File: config.mk
export PLATFORM = sky130hd
export DESIGN_NAME = alu_operand_regfile
export DESIGN_NICKNAME = d
export VERILOG_FILES = /design/src/rtl/alu_reg_pkg.sv /design/src/rtl/alu_operand_read_port.sv /design/src/rtl/alu_operand_regfile.sv
export SDC_FILE = /design/constraint.sdc
export NUM_CORES = 1
export LEC_CHECK = 0
export CORE_UTILIZATION = 55
export DETAILED_ROUTE_END_ITERATION = 16
export PLACE_DENSITY = 0.79
export REMOVE_ABC_BUFFERS = 1
export SYNTH_ARGS = -nofsm -noshare
export SYNTH_HDL_FRONTEND = slang
export SYNTH_HIERARCHICAL = 1
export SYNTH_SLANG_ARGS = --single-unit
File: constraint.sdc
create_clock -name clk -period 1.85 [get_ports clk]
set_input_delay 0.555 -clock clk [delete_from_list [all_inputs] [get_ports clk]]
set_output_delay 0.555 -clock clk [all_outputs]
set_load 0.005 [all_outputs]
File: src/rtl/alu_reg_pkg.sv
// Shared definitions for the ALU operand register file.
// Holds the default geometry of the register file and the operand word type
// used by the ALU bit-slices.
package alu_reg_pkg;

  localparam int ALU_WIDTH = 4;
  localparam int RF_DEPTH  = 8;
  localparam int RF_ADDR_W = 3;

  typedef logic [ALU_WIDTH-1:0] operand_t;

endpackage

File: src/rtl/alu_operand_read_port.sv
// One registered read port of the ALU operand register file.
// Selects a register from the flattened array, forces register 0 to zero
// when ZERO_REG=1, and registers the result toward the ALU.
// Optional write-through forwarding is built only when
// ALU_OPERAND_REGFILE_BYPASS_EN is defined.
//
// Ports:
//   clk, rst       rising-edge clock, synchronous active-high reset
//   rd_en          capture a new operand this cycle (else hold)
//   addr           register index to read
//   regs           current register array contents
//   wr_en, wd_addr, wd_data   write port (present only with bypass)
//   operand        registered operand to the ALU
import alu_reg_pkg::*;

module alu_operand_read_port #(
  parameter int WIDTH    = ALU_WIDTH,
  parameter int DEPTH    = RF_DEPTH,
  parameter int ADDR_W   = RF_ADDR_W,
  parameter int ZERO_REG = 1
) (
  input  logic                         clk,
  input  logic                         rst,
  input  logic                         rd_en,
  input  logic [ADDR_W-1:0]            addr,
  input  logic [DEPTH-1:0][WIDTH-1:0]  regs,
`ifdef ALU_OPERAND_REGFILE_BYPASS_EN
  input  logic                         wr_en,
  input  logic [ADDR_W-1:0]            wd_addr,
  input  logic [WIDTH-1:0]             wd_data,
`endif
  output logic [WIDTH-1:0]             operand
);

  logic             is_zero_reg;
  logic [WIDTH-1:0] rd_word;

  assign is_zero_reg = (ZERO_REG != 0) && (addr == '0);

  always_comb begin
    rd_word = regs[addr];
    if (is_zero_reg) begin
      rd_word = '0;
    end
`ifdef ALU_OPERAND_REGFILE_BYPASS_EN
    // Forward the result being written this cycle; register 0 is never
    // forwarded because the write to it is discarded.
    if (wr_en && (wd_addr == addr) && !is_zero_reg) begin
      rd_word = wd_data;
    end
`endif
  end

  always_ff @(posedge clk) begin
    if (rst) begin
      operand <= '0;
    end else if (rd_en) begin
      operand <= rd_word;
    end
  end

endmodule

File: src/rtl/alu_operand_regfile.sv
// Register file feeding the ALU bit-slices (including MOV).
// Holds DEPTH registers of WIDTH bits, one write port for the ALU result and
// two registered read ports producing R1/R2 with a one-cycle latency.
// Optional feature: define ALU_OPERAND_REGFILE_BYPASS_EN to forward a
// same-cycle write to the read ports; otherwise reads see the old contents.
//
// Ports:
//   clk, rst              rising-edge clock, synchronous active-high reset
//   rd_en                 capture a new operand pair this cycle
//   rs1_addr, rs2_addr    source register indices
//   R1, R2                registered operands (R2 feeds MOV)
//   operand_valid         R1/R2 were updated at the last edge
//   wr_en                 write the ALU result this cycle
//   wd_addr, wd_data      destination index and result value
//   wr_ack                write committed at the last edge
import alu_reg_pkg::*;

module alu_operand_regfile #(
  parameter int WIDTH    = ALU_WIDTH,
  parameter int DEPTH    = RF_DEPTH,
  parameter int ADDR_W   = RF_ADDR_W,
  parameter int ZERO_REG = 1
) (
  input  logic              clk,
  input  logic              rst,
  input  logic              rd_en,
  input  logic [ADDR_W-1:0] rs1_addr,
  input  logic [ADDR_W-1:0] rs2_addr,
  output logic [WIDTH-1:0]  R1,
  output logic [WIDTH-1:0]  R2,
  output logic              operand_valid,
  input  logic              wr_en,
  input  logic [ADDR_W-1:0] wd_addr,
  input  logic [WIDTH-1:0]  wd_data,
  output logic              wr_ack
);

  logic [DEPTH-1:0][WIDTH-1:0] regs;
  logic                        wr_commit;

  // A write to register 0 is acknowledged but leaves the array unchanged.
  assign wr_commit = wr_en && !((ZERO_REG != 0) && (wd_addr == '0));

  always_ff @(posedge clk) begin
    if (rst) begin
      regs          <= '0;
      wr_ack        <= 1'b0;
      operand_valid <= 1'b0;
    end else begin
      if (wr_commit) begin
        regs[wd_addr] <= wd_data;
      end
      wr_ack        <= wr_en;
      operand_valid <= rd_en;
    end
  end

  alu_operand_read_port #(
    .WIDTH    (WIDTH),
    .DEPTH    (DEPTH),
    .ADDR_W   (ADDR_W),
    .ZERO_REG (ZERO_REG)
  ) u_port1 (
    .clk     (clk),
    .rst     (rst),
    .rd_en   (rd_en),
    .addr    (rs1_addr),
    .regs    (regs),
`ifdef ALU_OPERAND_REGFILE_BYPASS_EN
    .wr_en   (wr_en),
    .wd_addr (wd_addr),
    .wd_data (wd_data),
`endif
    .operand (R1)
  );

  alu_operand_read_port #(
    .WIDTH    (WIDTH),
    .DEPTH    (DEPTH),
    .ADDR_W   (ADDR_W),
    .ZERO_REG (ZERO_REG)
  ) u_port2 (
    .clk     (clk),
    .rst     (rst),
    .rd_en   (rd_en),
    .addr    (rs2_addr),
    .regs    (regs),
`ifdef ALU_OPERAND_REGFILE_BYPASS_EN
    .wr_en   (wr_en),
    .wd_addr (wd_addr),
    .wd_data (wd_data),
`endif
    .operand (R2)
  );

endmodule

# Word-level counts from Yosys, hierarchy flattened
# Index checks and enable logic that the tools add are counted.
dict set report word_totals {
  regBits 42
  out_inout_bits 10
  inputBits 17
  elab_cells 31
}
dict set report classes {
  reduce_logical 6
  muxes 9
  order_cmp 4
}
# operator n
set ops {}
lappend ops {{$bwmux 32} 1}
lappend ops {{$bmux 4 s3} 2}
lappend ops {{$mux 4} 5}
lappend ops {{$demux 4 s3} 1}
lappend ops {{$lt 3x4->1 const B} 3}
lappend ops {{$logic_not 3->1} 3}
lappend ops {{$ge 3x1->1 const B} 1}
lappend ops {{$logic_and 1x1->1} 2}
lappend ops {{$logic_not 1->1} 1}

# Longest topological paths before layout
dict set report logic_depth {
  depth_word 5
  mapped_depth 5
}

# Cells and area by module
# The synthesis kept the hierarchy.
# mod seq_area_each_um2 area_per_inst_um2 cells_each instances
set by_module_without_submodules {}
lappend by_module_without_submodules {alu_operand_regfile 680.7 1352.5 118 1}
lappend by_module_without_submodules {{alu_operand_read_port at u_port2} 80.1 404.1 47 1}
lappend by_module_without_submodules {{alu_operand_read_port at u_port1} 80.1 384.1 38 1}

# Least setup slack after synthesis
# No wires, ideal clock.
dict set report synth_timing {
  path_kind {input port to flip-flop}
  from {in rs1_addr[0]}
  to {reg u_port1.operand[0]}
  cell_stages 3
  setup_ns 0.079
  path_slack_ns 0.309
  path_buffers 1
  arrival_ns 1.462
  required_time_ns 1.771
  path_cell_list {buf_2 mux4_2 a211oi_2}
}
dict set report synth_between {
  elab_chain_cells 3
  elab_cells_between_ends 4
}
# element line
set synth_lines {}
lappend synth_lines {{start, declared} alu_operand_regfile.sv:27} ;# input logic [ADDR_W-1:0] rs1_addr,
lappend synth_lines {{$bmux 4 s3} alu_operand_read_port.sv:41} ;# rd_word = regs[addr];
lappend synth_lines {{$mux 4 (not written as such)} alu_operand_read_port.sv:41}
lappend synth_lines {{$mux 4 (*)} alu_operand_read_port.sv:42} ;# if (is_zero_reg) begin
lappend synth_lines {{end signal, assigned} alu_operand_read_port.sv:58} ;# operand <= rd_word;
lappend synth_lines {{end, declared} alu_operand_read_port.sv:32} ;# output logic [WIDTH-1:0] operand
# Every way passes the cells marked *; elsewhere a longest branch is shown, timed or not. The select of a mux whose other input is x is not followed.
# A chain may end at the register's enable or synchronous reset.

# Worst setup path in the final report
dict set report layout_timing {
  from {in rs1_addr[0]}
  to {reg u_port1.operand[3]}
}
# Same word-level chain as after synthesis.

==> results.json <==
{
  "outcome": "complete, no violations",
  "place_area_mm2": 0.00246,
  "grt_pass1_vias": 1651,
  "syn_inst": 195,
  "rsz0062_at_grt": "false",
  "worstSetupPathType": "in -> reg",
  "vias_per_cell": 5.91,
  "numPlacedInstances": 278,
  "worstPathArrival_ps": 1960,
  "portBuffers": 26,
  "diodes": 0,
  "fin_area_mm2": 0.00256,
  "num_rows": 21,
  "tightest_slew_ps": 342,
  "slew_headroom_pct": 77.1,
  "drt_wl_total_um": 4910,
  "slowest_delay_ps": 510,
  "dieArea_mm2": 0.00395,
  "dr.pass1.iters": 4,
  "final_util_pct": 74.3,
  "drc": 0,
  "p_leak_nw": 1.16,
  "cp_slowest_cell": "clkdlybuf4s50_1",
  "r2r_slack_ps": 630,
  "drtAntennaViolNets": 0,
  "cp_cell_sequence": "clkdlybuf4s50_1, buf_12, mux2_2, a221oi_1, o32ai_1",
  "gr-total-overflow": 0,
  "fillerInstances": 246,
  "initial_core_util_pct": 59.1,
  "hpwl_um": 3750,
  "skew_ps": 5.64,
  "area_growth_pct": 25.7,
  "finalHoldViolations": 0,
  "yosys_warnings": 6,
  "coreArea_mm2": 0.00344,
  "layout-drive-gt1-share_pct": 20.4,
  "clock_latency_ps": 300,
  "gp_congestion": 0.937,
  "syn_avg_cell_area_um2": 10.4,
  "ios": 27,
  "instances_no_fill": 286,
  "wl_per_cell_um": 17.2,
  "maxSlewViolCount": 0,
  "end_kind": "flip-flop",
  "die_x_um": 62.8,
  "grt_first_pass_wirelength_um": 7930,
  "cts_buffers": 5,
  "dieHeight_um": 62.8,
  "finalCritPeriodShare_pct": 96.3,
  "fmax_ghz": 0.562,
  "crit_path_start_kind": "input pin",
  "ir_drop_mv": 0.491,
  "syn-cell-area_mm2": 0.00204,
  "hp-class": "reg -> reg",
  "route.vias.total": 1691,
  "drv_cap": 0,
  "clk_path_buf_depth": 2,
  "clkSinkCount": 38,
  "final_common_cell": "mux2i_1",
  "setup_viol": 0,
  "cts_tree": "done",
  "required_ps": 2030,
  "clkTransAtPathRegs_ps": 70,
  "antenna_found_initial": 0,
  "cp_max_fo": 9,
  "cts-root-buf": "clkbuf_8",
  "nets": 256,
  "grt_use_total_pct": 26.8,
  "htreeDepth": 2,
  "layout_min_cycle_time_ps": 1780,
  "mostFrequentLayoutCells": "mux2i_1, nand2b_1, dfxtp_1",
  "grt_max_degree": 12,
  "drt_iter0_markers": 95,
  "power.density_mw_per_mm2": 671
}
-- metrics by stage --
stage	hold slack [ps]	setup TNS, ps	setup slack (ps)	power (W)
5_1_grt	507	0	24.6	0.00178
3_5_place_dp	462	-2710	-261	0.00114
6_report	473	0	69.3	0.00172
2_1_floorplan	455	0	459	0.000976
4_1_cts	474	0	51.4	0.00172
3_3_place_gp	456	-1440	-208	0.00113
-- cell type report --
cell class / count / area, um^2 / share of cell area (%)
clock buffer: 7 / 86.3 / 3.37
tap: 46 / 57.6 / 2.25
inverter: 1 / 3.75 / 0.147
timing repair buffer: 52 / 473 / 18.5
sequential: 38 / 761 / 29.7
clock inverter: 1 / 5.00 / 0.196
multi-input combinational: 141 / 1170 / 45.8
-- power breakdown --
group | switching, W | internal [W]
clock | 0.000290 | 0.000300
combinational | 0.000117 | 0.000151
sequential | 0.0000170 | 0.000842
total | 0.000424 | 0.00129
-- flip-flops by register name, summed over array words and instances (netlist names) --
| name | cells |
|---|---|
| wr_ack | 1 |
| u_port2/operand | 4 |
| operand_valid | 1 |
| u_port1/operand | 4 |
| regs | 28 |
-- worst paths after layout --
| kind | from | end | depth (start not counted) |
|---|---|---|---|
| max | rs1_addr[0] | u_port1/operand[3] | 5 |
| min | u_port2/operand[0] | u_port2/operand[0] | 2 |
| max reg2reg | regs[28] | u_port1/operand[0] | 3 |
| min reg2reg | u_port2/operand[0] | u_port2/operand[0] | 2 |
-- layer usage --
layer	up-vias	routed length [um]	global-route usage (%)
met1	801	1950	31.0
met4	0	155	14.8
met2	77	2450	45.4
met3	20	354	6.20
met5	-	0	0
li1	793	-	-
-- worst max-delay path, delay by kind of cell --
kind	cells	cell delay (ps)
compound gates	2	420
buf+inv	2	650
mux	1	330
-- repair_timing --
action	4_1_cts	5_1_grt
hold buffers	0	0
setup buffers	0	0
setup endpoints to repair	0	2
resized for setup	0	2
(Power assumes the default switching activity.)
